**src/rtl/rom_load_seq_pkg.sv**
```systemverilog
// rom_load_seq_pkg: shared state encoding and defaults for the ROM download sequencer.
package rom_load_seq_pkg;
  typedef enum logic [2:0] {ST_IDLE, ST_LOAD, ST_DRAIN, ST_HOLD, ST_RUN} state_t;
  localparam logic [16:0] ROM_LIMIT_DEF = 17'h1_0000;
  localparam int HOLD_CYCLES_DEF = 64;
  localparam int ENTRY_W = 25;
endpackage

```
**src/rtl/rom_load_fifo.sv**
```systemverilog
// rom_load_fifo: write buffer with extra-bit pointers so full and empty stay distinct.
module rom_load_fifo #(
  parameter int DEPTH = 4,
  parameter int WIDTH = 25
) (
  input  logic             clk,
  input  logic             rst,
  input  logic             i_push,
  input  logic [WIDTH-1:0] i_data,
  input  logic             i_pop,
  output logic [WIDTH-1:0] o_data,
  output logic             o_full,
  output logic             o_empty,
  output logic             o_last
);
  localparam int AW = $clog2(DEPTH);
  logic [AW:0]      r_wr_ptr, r_rd_ptr;
  logic [WIDTH-1:0] r_mem [DEPTH];
  logic [AW:0]      w_count;
  assign w_count = r_wr_ptr - r_rd_ptr;
  assign o_empty = r_wr_ptr == r_rd_ptr;
  assign o_full  = (r_wr_ptr[AW] != r_rd_ptr[AW]) && (r_wr_ptr[AW-1:0] == r_rd_ptr[AW-1:0]);
  assign o_last  = w_count == (AW+1)'(1);
  assign o_data  = r_mem[r_rd_ptr[AW-1:0]];
  always_ff @(posedge clk or posedge rst) begin
    if (rst) begin
      r_wr_ptr <= '0;
      r_rd_ptr <= '0;
    end else begin
      if (i_push) r_wr_ptr <= r_wr_ptr + 1'b1;
      if (i_pop) r_rd_ptr <= r_rd_ptr + 1'b1;
    end
  end
  always_ff @(posedge clk) begin
    if (i_push) r_mem[r_wr_ptr[AW-1:0]] <= i_data;
  end
endmodule

```
**src/rtl/rom_load_seq.sv**
```systemverilog
// rom_load_seq: buffers HPS ROM download bytes into the core and sequences core reset.
module rom_load_seq
  import rom_load_seq_pkg::*;
#(
  parameter int          FIFO_DEPTH  = 4,
  parameter int          HOLD_CYCLES = HOLD_CYCLES_DEF,
  parameter logic [16:0] ROM_LIMIT   = ROM_LIMIT_DEF
) (
  input  logic        clk_sys,
  input  logic        reset,
  input  logic        ioctl_download,
  input  logic        ioctl_wr,
  input  logic [24:0] ioctl_addr,
  input  logic [7:0]  ioctl_dout,
  input  logic        dn_ready,
  output logic [16:0] dn_addr,
  output logic [7:0]  dn_data,
  output logic        dn_wr,
  output logic        core_reset,
  output logic        load_done,
  output logic        overflow,
  output logic [16:0] byte_count
);
  localparam int HW = $clog2(HOLD_CYCLES + 1);
  state_t       r_state;
  logic         r_dl, r_dn_wr, r_core_reset, r_load_done, r_overflow;
  logic [16:0]  r_dn_addr, r_byte_count;
  logic [7:0]   r_dn_data;
  logic [HW-1:0] r_hold;
  logic         w_rise, w_fall, w_wr_load, w_push, w_pop, w_full, w_empty, w_last;
  logic [ENTRY_W-1:0] w_head;
  assign w_rise    = ioctl_download & ~r_dl;
  assign w_fall    = ~ioctl_download & r_dl;
  assign w_wr_load = (r_state == ST_LOAD) & ioctl_wr;
  assign w_push    = w_wr_load & (ioctl_addr < {8'd0, ROM_LIMIT}) & ~w_full;
  assign w_pop     = ~w_empty & dn_ready;
  rom_load_fifo #(.DEPTH(FIFO_DEPTH), .WIDTH(ENTRY_W)) u_fifo (
    .clk     (clk_sys),
    .rst     (reset),
    .i_push  (w_push),
    .i_data  ({ioctl_addr[16:0], ioctl_dout}),
    .i_pop   (w_pop),
    .o_data  (w_head),
    .o_full  (w_full),
    .o_empty (w_empty),
    .o_last  (w_last)
  );
  always_ff @(posedge clk_sys or posedge reset) begin
    if (reset) begin
      r_state      <= ST_IDLE;
      r_dl         <= 1'b0;
      r_hold       <= '0;
      r_dn_wr      <= 1'b0;
      r_dn_addr    <= '0;
      r_dn_data    <= '0;
      r_core_reset <= 1'b1;
      r_load_done  <= 1'b0;
      r_overflow   <= 1'b0;
      r_byte_count <= '0;
    end else begin
      r_dl    <= ioctl_download;
      r_dn_wr <= w_pop;
      if (w_pop) {r_dn_addr, r_dn_data} <= w_head;
      if (w_wr_load & ~w_push) r_overflow <= 1'b1;
      // a new download restarts the sequence from any state
      if (w_rise) begin
        r_state      <= ST_LOAD;
        r_hold       <= '0;
        r_byte_count <= '0;
        r_core_reset <= 1'b1;
      end else begin
        if (w_pop && r_byte_count != 17'h1FFFF) r_byte_count <= r_byte_count + 17'd1;
        case (r_state)
          ST_IDLE: r_state <= ST_HOLD;
          ST_LOAD: if (w_fall) r_state <= ST_DRAIN;
          ST_DRAIN: if (w_empty | (w_pop & w_last)) begin
            r_state     <= ST_HOLD;
            r_hold      <= '0;
            r_load_done <= 1'b1;
          end
          ST_HOLD: if (r_hold == HW'(HOLD_CYCLES - 1)) begin
            r_state      <= ST_RUN;
            r_core_reset <= 1'b0;
          end else r_hold <= r_hold + 1'b1;
          ST_RUN: r_state <= ST_RUN;
          default: r_state <= ST_IDLE;
        endcase
      end
    end
  end
  assign dn_addr    = r_dn_addr;
  assign dn_data    = r_dn_data;
  assign dn_wr      = r_dn_wr;
  assign core_reset = r_core_reset;
  assign load_done  = r_load_done;
  assign overflow   = r_overflow;
  assign byte_count = r_byte_count;
endmodule

```
**config.mk**
```make
export PLATFORM = sky130hd
export DESIGN_NAME = rom_load_seq
export DESIGN_NICKNAME = d
export VERILOG_FILES = /design/src/rtl/rom_load_seq_pkg.sv /design/src/rtl/rom_load_fifo.sv /design/src/rtl/rom_load_seq.sv
export SDC_FILE = /design/constraint.sdc
export NUM_CORES = 1
export LEC_CHECK = 0
export ABC_AREA = 1
export BUFFER_PORTS_ARGS = -buffer_cell sky130_fd_sc_hd__buf_2
export CELL_PAD_IN_SITES_DETAIL_PLACEMENT = 0
export CELL_PAD_IN_SITES_GLOBAL_PLACEMENT = 1
export CORE_MARGIN = 1.5
export CORE_UTILIZATION = 46
export DETAILED_ROUTE_END_ITERATION = 6
export PLACE_DENSITY = 0.89
export SKIP_CTS_REPAIR_TIMING = 1
export SLEW_MARGIN = 25
export SYNTH_ARGS = -nofsm -noshare
export SYNTH_HDL_FRONTEND = slang
export SYNTH_HIERARCHICAL = 1
export SYNTH_SLANG_ARGS = --single-unit
```
**constraint.sdc**
```tcl
create_clock -name clk_sys -period 2.9 [get_ports clk_sys]
set_input_delay 0.145 -clock clk_sys [delete_from_list [all_inputs] [get_ports clk_sys]]
set_output_delay 0.145 -clock clk_sys [all_outputs]
set_load 0.03 [all_outputs]
```
* Word-level counts from Yosys, hierarchy flattened
Memories as Yosys holds them, arrays and structs flattened. A register that Yosys moved wholly into a read port is not among the register bits.
Index checks and enable logic that the tools add are counted.
** Word-level totals
- Memories :: 1
- Flip-flop bits (word level) :: 38
- Bits of input ports :: 38
- Bits in writable memories :: 100
- Word-level logic and storage cells :: 73
** Memories
- u_fifo.r_mem :: words 4, bits a word 25, read ports 1, clocked after Yosys merged registers in 1, wr ports 1, RTL line rom_load_fifo.sv:18 : logic [WIDTH-1:0] r_mem [DEPTH];
** Cells by class
- Bitwise logic cells :: 15
- Reduce and logical (&&, ||, !) cells :: 11
- Eq/ne operators :: 14
- $add $sub $neg :: 5
- Multiplexer cells :: 16
- $lt $le $gt $ge :: 1
** Operator list (number)
- 17-bit 2-to-1 mux :: 2
- 25-bit by 17-bit less-than comparator with 1-bit output (second input constant) :: 1
- 7-bit 2-to-1 mux :: 3
- 17-bit by 1-bit adder with 17-bit output (second input constant) :: 1
- 17-bit inequality test (second input constant) :: 1
- 3-bit one-hot mux with 5 select lines :: 1
- 7-bit one-hot mux with 2 select lines :: 1
- 3-bit 2-to-1 mux :: 4
- 3-bit inequality test (second input constant) :: 4
- 3-bit AND reduction :: 3
- 1-bit bitwise AND :: 8
- 7-bit by 1-bit adder with 7-bit output (second input constant) :: 1
- 7-bit by 6-bit == test with 1-bit output (second input constant) :: 1
- 3-bit by 1-bit adder with 3-bit output (second input constant) :: 2
- 3-bit by 1-bit == test with 1-bit output (second input constant) :: 2
- 3-bit by 2-bit == test with 1-bit output (second input constant) :: 2
- 1-bit NOT :: 6
- 2-bit nonzero test :: 3
- 1-bit 2-to-1 mux :: 5
- 3-bit == test :: 1
- 3-bit == test (second input constant) :: 1
- 3-bit zero test :: 1
- 3-bit nonzero test :: 1
- 3-bit subtractor :: 1
- 5 further kinds :: 6

* Depth between registers and ports, before layout
Gate-level depths: netlist of the first run.
- Depth after elaboration :: 8
- Mapped depth :: 17
- Mapped depth without buffers :: 17

* Cells and area by module
Netlist of the first run, hierarchy kept.
** By module, submodules not included
- rom_load_fifo :: sequential area each 3153.0 um^2, cells an instance 344, area an instance 4384.2 um^2, instances 1
- rom_load_seq :: sequential area each 1427.6 um^2, cells an instance 347, area an instance 2770.2 um^2, instances 1

* Worst setup path after synthesis of the first run
Ideal clock, no wire load.
- Path type :: register -> register
- Start point :: register u_fifo.r_rd_ptr[1]
- End point :: memory u_fifo.r_mem[3][0], enable pin
- Cell stages (with the launch flop) :: 11
- Data arrival time :: 2.150 ns
- Buffers on the path :: 1
- Data required time :: 2.520 ns
- Slack :: 0.371 ns
- Setup time :: 0.380 ns
- Cell sequence :: dfrtp_1 > buf_2 > inv_1 > ha_1 > nand2_1 > a21oi_1 > nor3b_1 > nand2_1 > nor2_1 > nand2_1 > inv_1
** On the way
- Cells in the longest elaborated chain, start to end :: 6
** Ends and longest elaborated chain
- from (decl) :: RTL line rom_load_fifo.sv:17 : logic [AW:0] r_wr_ptr, r_rd_ptr;
- from (signal assigned) :: RTL line rom_load_fifo.sv:31 : if (i_pop) r_rd_ptr <= r_rd_ptr + 1'b1;
- 2-bit == test :: RTL line rom_load_fifo.sv:22 : assign o_full = (r_wr_ptr[AW] != r_rd_ptr[AW]) && (r_wr_ptr[AW-1:0] == r_rd_ptr[AW-1:0]);
- 1-bit logical AND :: RTL line rom_load_fifo.sv:22
- via w_full :: RTL line rom_load_seq.sv:30 : logic w_rise, w_fall, w_wr_load, w_push, w_pop, w_full, w_empty, w_last;
- 1-bit NOT :: RTL line rom_load_seq.sv:35 : assign w_push = w_wr_load & (ioctl_addr < {8'd0, ROM_LIMIT}) & ~w_full;
- 1-bit bitwise AND :: RTL line rom_load_seq.sv:35
- via w_push :: RTL line rom_load_seq.sv:30
- 1-bit 2-to-1 mux :: RTL line rom_load_fifo.sv:35 : if (i_push) r_mem[r_wr_ptr[AW-1:0]] <= i_data;
- 1-bit 2-to-1 mux (implied by the code) :: RTL line rom_load_fifo.sv:35
- to (decl) :: RTL line rom_load_fifo.sv:18
The timed path passes the listed nets, and every way through them passes these cells.

* Final worst setup path of the first run
- Start point :: register u_fifo.r_wr_ptr[0]
- End point :: memory u_fifo.r_mem[3][3], enable pin
** On the way
- Cells in the longest elaborated chain, start to end :: 6
** Ends and longest elaborated chain
- from (decl) :: RTL line rom_load_fifo.sv:17
- from (signal assigned) :: RTL line rom_load_fifo.sv:30 : if (i_push) r_wr_ptr <= r_wr_ptr + 1'b1;
- 2-bit == test :: RTL line rom_load_fifo.sv:22
- 1-bit logical AND :: RTL line rom_load_fifo.sv:22
- via w_full :: RTL line rom_load_seq.sv:30
- 1-bit NOT :: RTL line rom_load_seq.sv:35
- 1-bit bitwise AND :: RTL line rom_load_seq.sv:35
- via w_push :: RTL line rom_load_seq.sv:30
- 1-bit 2-to-1 mux :: RTL line rom_load_fifo.sv:35
- 1-bit 2-to-1 mux (implied by the code) :: RTL line rom_load_fifo.sv:35
The timed path passes the listed nets, and every way through them passes these cells.

==> flow_summary.ini, run 1 <==
[route]
drc = 0
ant_nets = 0
firstDrtPassIters = 4
viasPerCell = 5.044
wire_per_inst_um = 14.33
dr.first_iter.drc_count = 312
drt_wl_total_mm = 14.48
vias = 5094

[yosys]
netlist_area_um2 = 7154
syn_area_per_cell_um2 = 10.35
synth_cells = 691
synth_common_cells = 200 x nand2_1, 100 x edfxtp_1, 94 x inv_1
synth_enable_flop_cells = 100
yosysSeqAreaShare_pct = 64.03
ys_async_sr_fraction_pct = 38.65
ys.flop_type = edfxtp_1
synth_most_common_cell = nand2_1
synth_fp_nets = 741
ys_warn_count = 6
synth_top_area_share_pct = 41.97
ys_types = 42
synth_area_leaders = edfxtp_1 42%, dfrtp_1 22%, nand2_1 10%
yosys.area.top_type = edfxtp_1
ys_ff_latch = 163

[global_route]
grt.overflow.total = 0
grt_pass1_vias = 4818
grt_usage_pct = 18.57
grt_pass1_wl_mm = 23.34
antenna_found_initial = 0
grt_max_degree = 103

[worst_setup_path]
worstPathMaxFanout = 7
arrival_ns = 2.75
worstSetupEndpointType = flop
crit_family = simple AND/OR/NAND/NOR gates
path_buf_inv = 3
setup.worst_path.class = flop to flop
worst-path-stages = 10
crit_chain = inv_1 > ha_1 > nand2_1 > a21oi_1 > nor3b_1 > nand2_1 > nor2_1 > nand2_1 > inv_1 > buf_4
worst_path_max_delay_cell = dfrtp_1
critPathMostFrequentCell = nand2_1
r2r.worst_path.cells = 10
start_kind = flop
critPathMaxStageDelay_ns = 0.42
crit_required_ns = 3.03

[floorplan]
pin_count = 84
start_util_pct = 47.06
rows = 45
core_um2 = 15200
fp.dieW_um = 127.7
dieArea_um2 = 16310
die_h_um = 127.7

[hold_path]
whs_path_depth = 4
hold_class = primary input to flop

[clock_tree]
cts-root-buf = clkbuf_16
cts_buffer_depth = 2
cts_tree = done
cts.reportedPaths.clkPinSlew_ns = 0.07
cts_sinks = 163
clk_latency_ns = 0.42
h-tree-depth = 4
cts_buffers = 17

[placement]
portBuffers = 83
dp_hpwl_mm = 9.603
placed_area_um2 = 7781
dp.cells = 951
gp_congestion = 0.8005
post-place-ws_ns = 0.3094

[timing]
finalMaxSlewViolations = 0
min_period_ns = 2.622
worst_slew_pin_slew_ns = 0.9350
slew_headroom_pct = 37.67
finalCritPeriodShare_pct = 90.40
setup_tns_ns = 0
clock_skew_ns = 0.01057
finalSetupViolCount = 0
grt_setup_unrepaired = false
final.setup.worst_slack_ns = 0.2785
report.final.hold_viol_count = 0
fmax_mhz = 381.5
worst_hold_slack_ns = 0.1741

[pwr]
p_per_area_nw_per_um2 = 838.9
power_leakage_nw = 3.945
ir_drop_uv = 494.5

[finish]
drive_above_1_share_pct = 18.37
final_area_um2 = 8627
final_cells = 1010
diodes = 0
nFillCells = 1290
nets = 859
synthToLayoutAreaGrowth_pct = 20.58

[outcome]
status = complete, no violations

[flow_run]
max_cap_violations = 0
[worst paths after layout]
check	start	to	slack (ns)
max	u_fifo/r_wr_ptr[0]	u_fifo/r_mem[3][3]	0.28
min	dn_ready	load_done	0.17
max reg2reg	u_fifo/r_wr_ptr[0]	u_fifo/r_mem[3][3]	0.28
min reg2reg	dn_addr[10]	dn_addr[10]	0.47
max in group asynchronous	reset	core_reset	1.80
min in group asynchronous	reset	u_fifo/r_wr_ptr[0]	0.21
[metrics by stage]
step                      util (%)  total power, W
after floorplan                  -        0.004648
after global placement       51.19        0.005036
after detailed placement     51.19        0.005097
after CTS                    54.97        0.007276
after global routing         56.75        0.007686
final                        56.75        0.007237
[flip-flops by register name (all words and copies together), names as in the netlist]
name,cells
dn_addr,17
dn_data,8
load_done,1
r_dl,1
r_state,3
u_fifo/r_rd_ptr,3
dn_wr,1
byte_count,17
u_fifo/r_mem,100
core_reset,1
u_fifo/r_wr_ptr,3
r_hold,7
overflow,1
[worst register-to-register path: cells and delay by family (launching register included)]
kind / cells / cell delay (ns)
compound gates: 1 / 0.05
fa+ha+maj: 1 / 0.33
buf+inv: 3 / 0.61
flops: 1 / 0.42
simple gates: 5 / 0.92
[layout by cell type, fill, tap and decap left out, drive strengths merged, types with 4 or more instances in the layout]
cell,n
or2,4
nand4,4
xor2,5
a21oi,36
nor2,38
dfrtp,62
ha,11
o211ai,25
nand2,205
buf,95
clkinv,4
inv,103
edfxtp,100
nand3,20
clkbuf,18
nor3,8
dlygate4sd3,27
o21ai,37
[cell families after synthesis]
family                     after synthesis  share of synthesized area, %
xor gates and xnor gates                 6                        0.7345
AOI/OAI and AO/OA                      105                         8.517
buffers and inverters                  120                         7.450
DFF                                    163                         64.03
adders and majority gates               12                         2.204
and+or+nand+nor                        285                         17.07
[layer usage]
layer | part of all wire (%) | wire (µm) | track usage, %
met3 | 5.1 | 732 | 4.090
met1 | 44 | 6326 | 23.82
met5 | 0 | 0 | 0
met4 | 2.0 | 284 | 7.799
met2 | 49 | 7134 | 30.75
[report_power, final]
part | internal [W] | switching, W
clock | 0.00121 | 0.000950
sequential | 0.00272 | 0.000168
combinational | 0.000682 | 0.00151
[cell type report]
cell class / instances / area (µm²) / area share, %
Clock buffer: 18 / 429.2 / 4.975
Clock inverter: 14 / 146.4 / 1.697
Inverter: 97 / 366.6 / 4.249
Multi-Input combinational cell: 408 / 2041 / 23.65
Sequential cell: 163 / 4583 / 53.13
Tap cell: 188 / 235.2 / 2.727
Timing Repair Buffer: 122 / 825.8 / 9.572
Power figures use the tool's default switching activity.
==> run 2: changes to the inputs <==
==> constraint.sdc (replaced) <==
create_clock -name clk_sys -period 2.9 [get_ports clk_sys]
set_input_delay 0.725 -clock clk_sys [delete_from_list [all_inputs] [get_ports clk_sys]]
set_output_delay 0.725 -clock clk_sys [all_outputs]
set_load 0.03 [all_outputs]
==> run 2 against run 1 <==
  * The flow now finishes with violations (design-rule violations)
  * First-iteration DRC count increased by 9.0%
  * Sequential share of layout area is 1.7 points higher
  * Die area is the same
  * Critical path depth rose by 4
  * Fmax grew 3.9%
  * Clock power grew 6%
  * Sequential power about the same
  * Clock skew up 0.00088 ns
  * Cell area is 3.1% lower
  * Register-to-register slack gained 0.098 ns
  * Worst setup slack better by 0.098 ns
  * Global-route usage decreased by 0.13 points
  * Critical path type unchanged
  * Largest cell class unchanged
  * Highest routed layer unchanged
==> flow_summary.ini, run 2 (same netlist as run 1, synthesis figures left out) <==
[outcome]
status = finished, violations left
violations = design-rule violations

[route]
dr.first_iter.drc_count = 340
drt_wl_total_mm = 13.99
ant_nets = 0
drc = 3
firstDrtPassIters = 7
viasPerCell = 4.991
vias = 4916
wire_per_inst_um = 14.21

[clock_tree]
cts_sinks = 163
cts_buffer_depth = 2
cts_buffers = 17
cts_tree = done
cts-root-buf = clkbuf_16
clk_latency_ns = 0.42
cts.reportedPaths.clkPinSlew_ns = 0.06
h-tree-depth = 4

[finish]
seq_area_um2 = 4583
final_common_cell = nand2_1
synthToLayoutAreaGrowth_pct = 16.86
final_cells = 985
largest_reg_flops = 100
multiInputGateArea_um2 = 2041
layout_common_cells = 200 x nand2_1, 100 x edfxtp_1, 93 x inv_1, 83 x buf_2, 60 x dfrtp_1
nFillCells = 1282
drive_above_1_share_pct = 19.10
nets = 833

[pwr]
ir_drop_uv = 586.6
p_per_area_nw_per_um2 = 875.4
power_leakage_nw = 3.852

[worst_setup_path]
critPathMaxStageDelay_ns = 0.41
crit_family = simple AND/OR/NAND/NOR gates
worstSetupEndpointType = flop
arrival_ns = 2.85
start_kind = flop
crit_chain = inv_1 > ha_1 > inv_1 > fa_1 > or2_2 > nor2_1 > nand2_1 > nand2_1 > nor2_1 > nand2_1 > nand2_1 > inv_1 > nand2_2 > o21ai_0
path_buf_inv = 3
worstPathMaxFanout = 7
crit_required_ns = 3.22
critPathMostFrequentCell = nand2_1
setup.worst_path.class = flop to flop
worst_path_max_delay_cell = dfrtp_1

[timing]
slew_headroom_pct = 38.49
finalCritPeriodShare_pct = 87.03
setup_tns_ns = 0
grt_setup_unrepaired = false
worst_slew_pin_slew_ns = 0.9226
finalMaxSlewViolations = 0
finalSetupViolCount = 0
min_period_ns = 2.524
clock_skew_ns = 0.01145
final.setup.worst_slack_ns = 0.3762
fmax_mhz = 396.2
report.final.hold_viol_count = 0

[floorplan]
start_util_pct = 47.06
dieArea_um2 = 16310
fp.dieW_um = 127.7
core_um2 = 15200
pin_count = 84
die_h_um = 127.7
rows = 45

[global_route]
met2_usage_pct = 30.97
grtUsageMet1_pct = 23.65
grt_usage_pct = 18.43
met3_usage_pct = 3.715
globalRoute.busiestLayer = met2
grt.overflow.total = 0
grt_max_degree = 103
antenna_found_initial = 0
grt_pass1_vias = 4793
grt_pass1_wl_mm = 23.14

[placement]
dp_hpwl_mm = 9.315
post-place-ws_ns = 0.2406
portBuffers = 83
dp.cells = 952
gp_congestion = 0.8000

[flow_run]
max_cap_violations = 0

[hold_path]
hold_class = primary input to asynchronous set/reset pin
-- run 2: changes by cell type in the layout (fill, tap and decap cells not counted) --
| cell | before | now |
|---|---|---|
| buf_12 | 4 | 1 |
| buf_4 | 8 | 12 |
| bufinv_16 | 1 | 2 |
| clkbuf_1 | 1 | 0 |
| clkbuf_8 | 0 | 3 |
| clkinv_1 | 0 | 1 |
| clkinv_4 | 3 | 2 |
| clkinvlp_4 | 3 | 1 |
| diode_2 | 0 | 1 |
| dlygate4sd3_1 | 27 | 0 |
| inv_6 | 2 | 4 |
| inv_8 | 4 | 1 |
-- run 2: power breakdown --
part	total (W)	switching (W)	internal, W
Combinational	0.00216	0.00150	0.000659
Sequential	0.00288	0.000164	0.00272
Clock	0.00228	0.000926	0.00135
-- run 2: worst register-to-register path, cell delays in order, from the launching register on --
cell	delay, ns
dfrtp_1	0.41
inv_1	0.11
ha_1	0.20
inv_1	0.07
fa_1	0.41
or2_2	0.30
nor2_1	0.10
nand2_1	0.06
nand2_1	0.08
nor2_1	0.05
nand2_1	0.12
nand2_1	0.10
inv_1	0.11
nand2_2	0.10
o21ai_0	0.21
-- run 2: final cells by class --
| type | instances | area share, % |
|---|---|---|
| sequential | 163 | 54.82 |
| antenna | 1 | 0.02993 |
| tap | 188 | 2.814 |
| inverter | 97 | 4.385 |
| timing repair buffer | 96 | 6.286 |
| clock buffer | 20 | 5.582 |
| clock inverter | 12 | 1.676 |
| multi-input combinational | 408 | 24.41 |
-- run 2: worst paths after layout --
kind,slack [ns],endpoint,cells after the start,startpoint
worst max-delay path,0.38,r_hold[5],14,u_fifo/r_wr_ptr[0]
worst min-delay path,0.23,u_fifo/r_wr_ptr[0],2,reset
worst max register to register,0.38,r_hold[5],14,u_fifo/r_wr_ptr[0]
worst min register to register,0.47,dn_addr[1],2,dn_addr[1]
max in group asynchronous,1.76,dn_addr[15],3,reset
min in group clk_sys,0.43,r_dl,1,ioctl_download
-- run 2: layer usage --
metal / vias up / wire length (µm)
met3: 12 / 534
met5: - / 0
li1: 2455 / -
met2: 100 / 6970
met4: 0 / 190
met1: 2349 / 6297
-- run 2: stage by stage --
stage	hold WS [ns]	area [µm²]	util (%)	total power, W
after floorplan	0.4671	7154	-	0.004648
after global placement	0.4505	7751	50.99	0.005030
after detailed placement	0.4530	7751	50.99	0.005096
after CTS	0.2212	8358	54.98	0.007388
after global routing	0.2425	8358	54.98	0.007743
final	0.2268	8361	55.00	0.007319
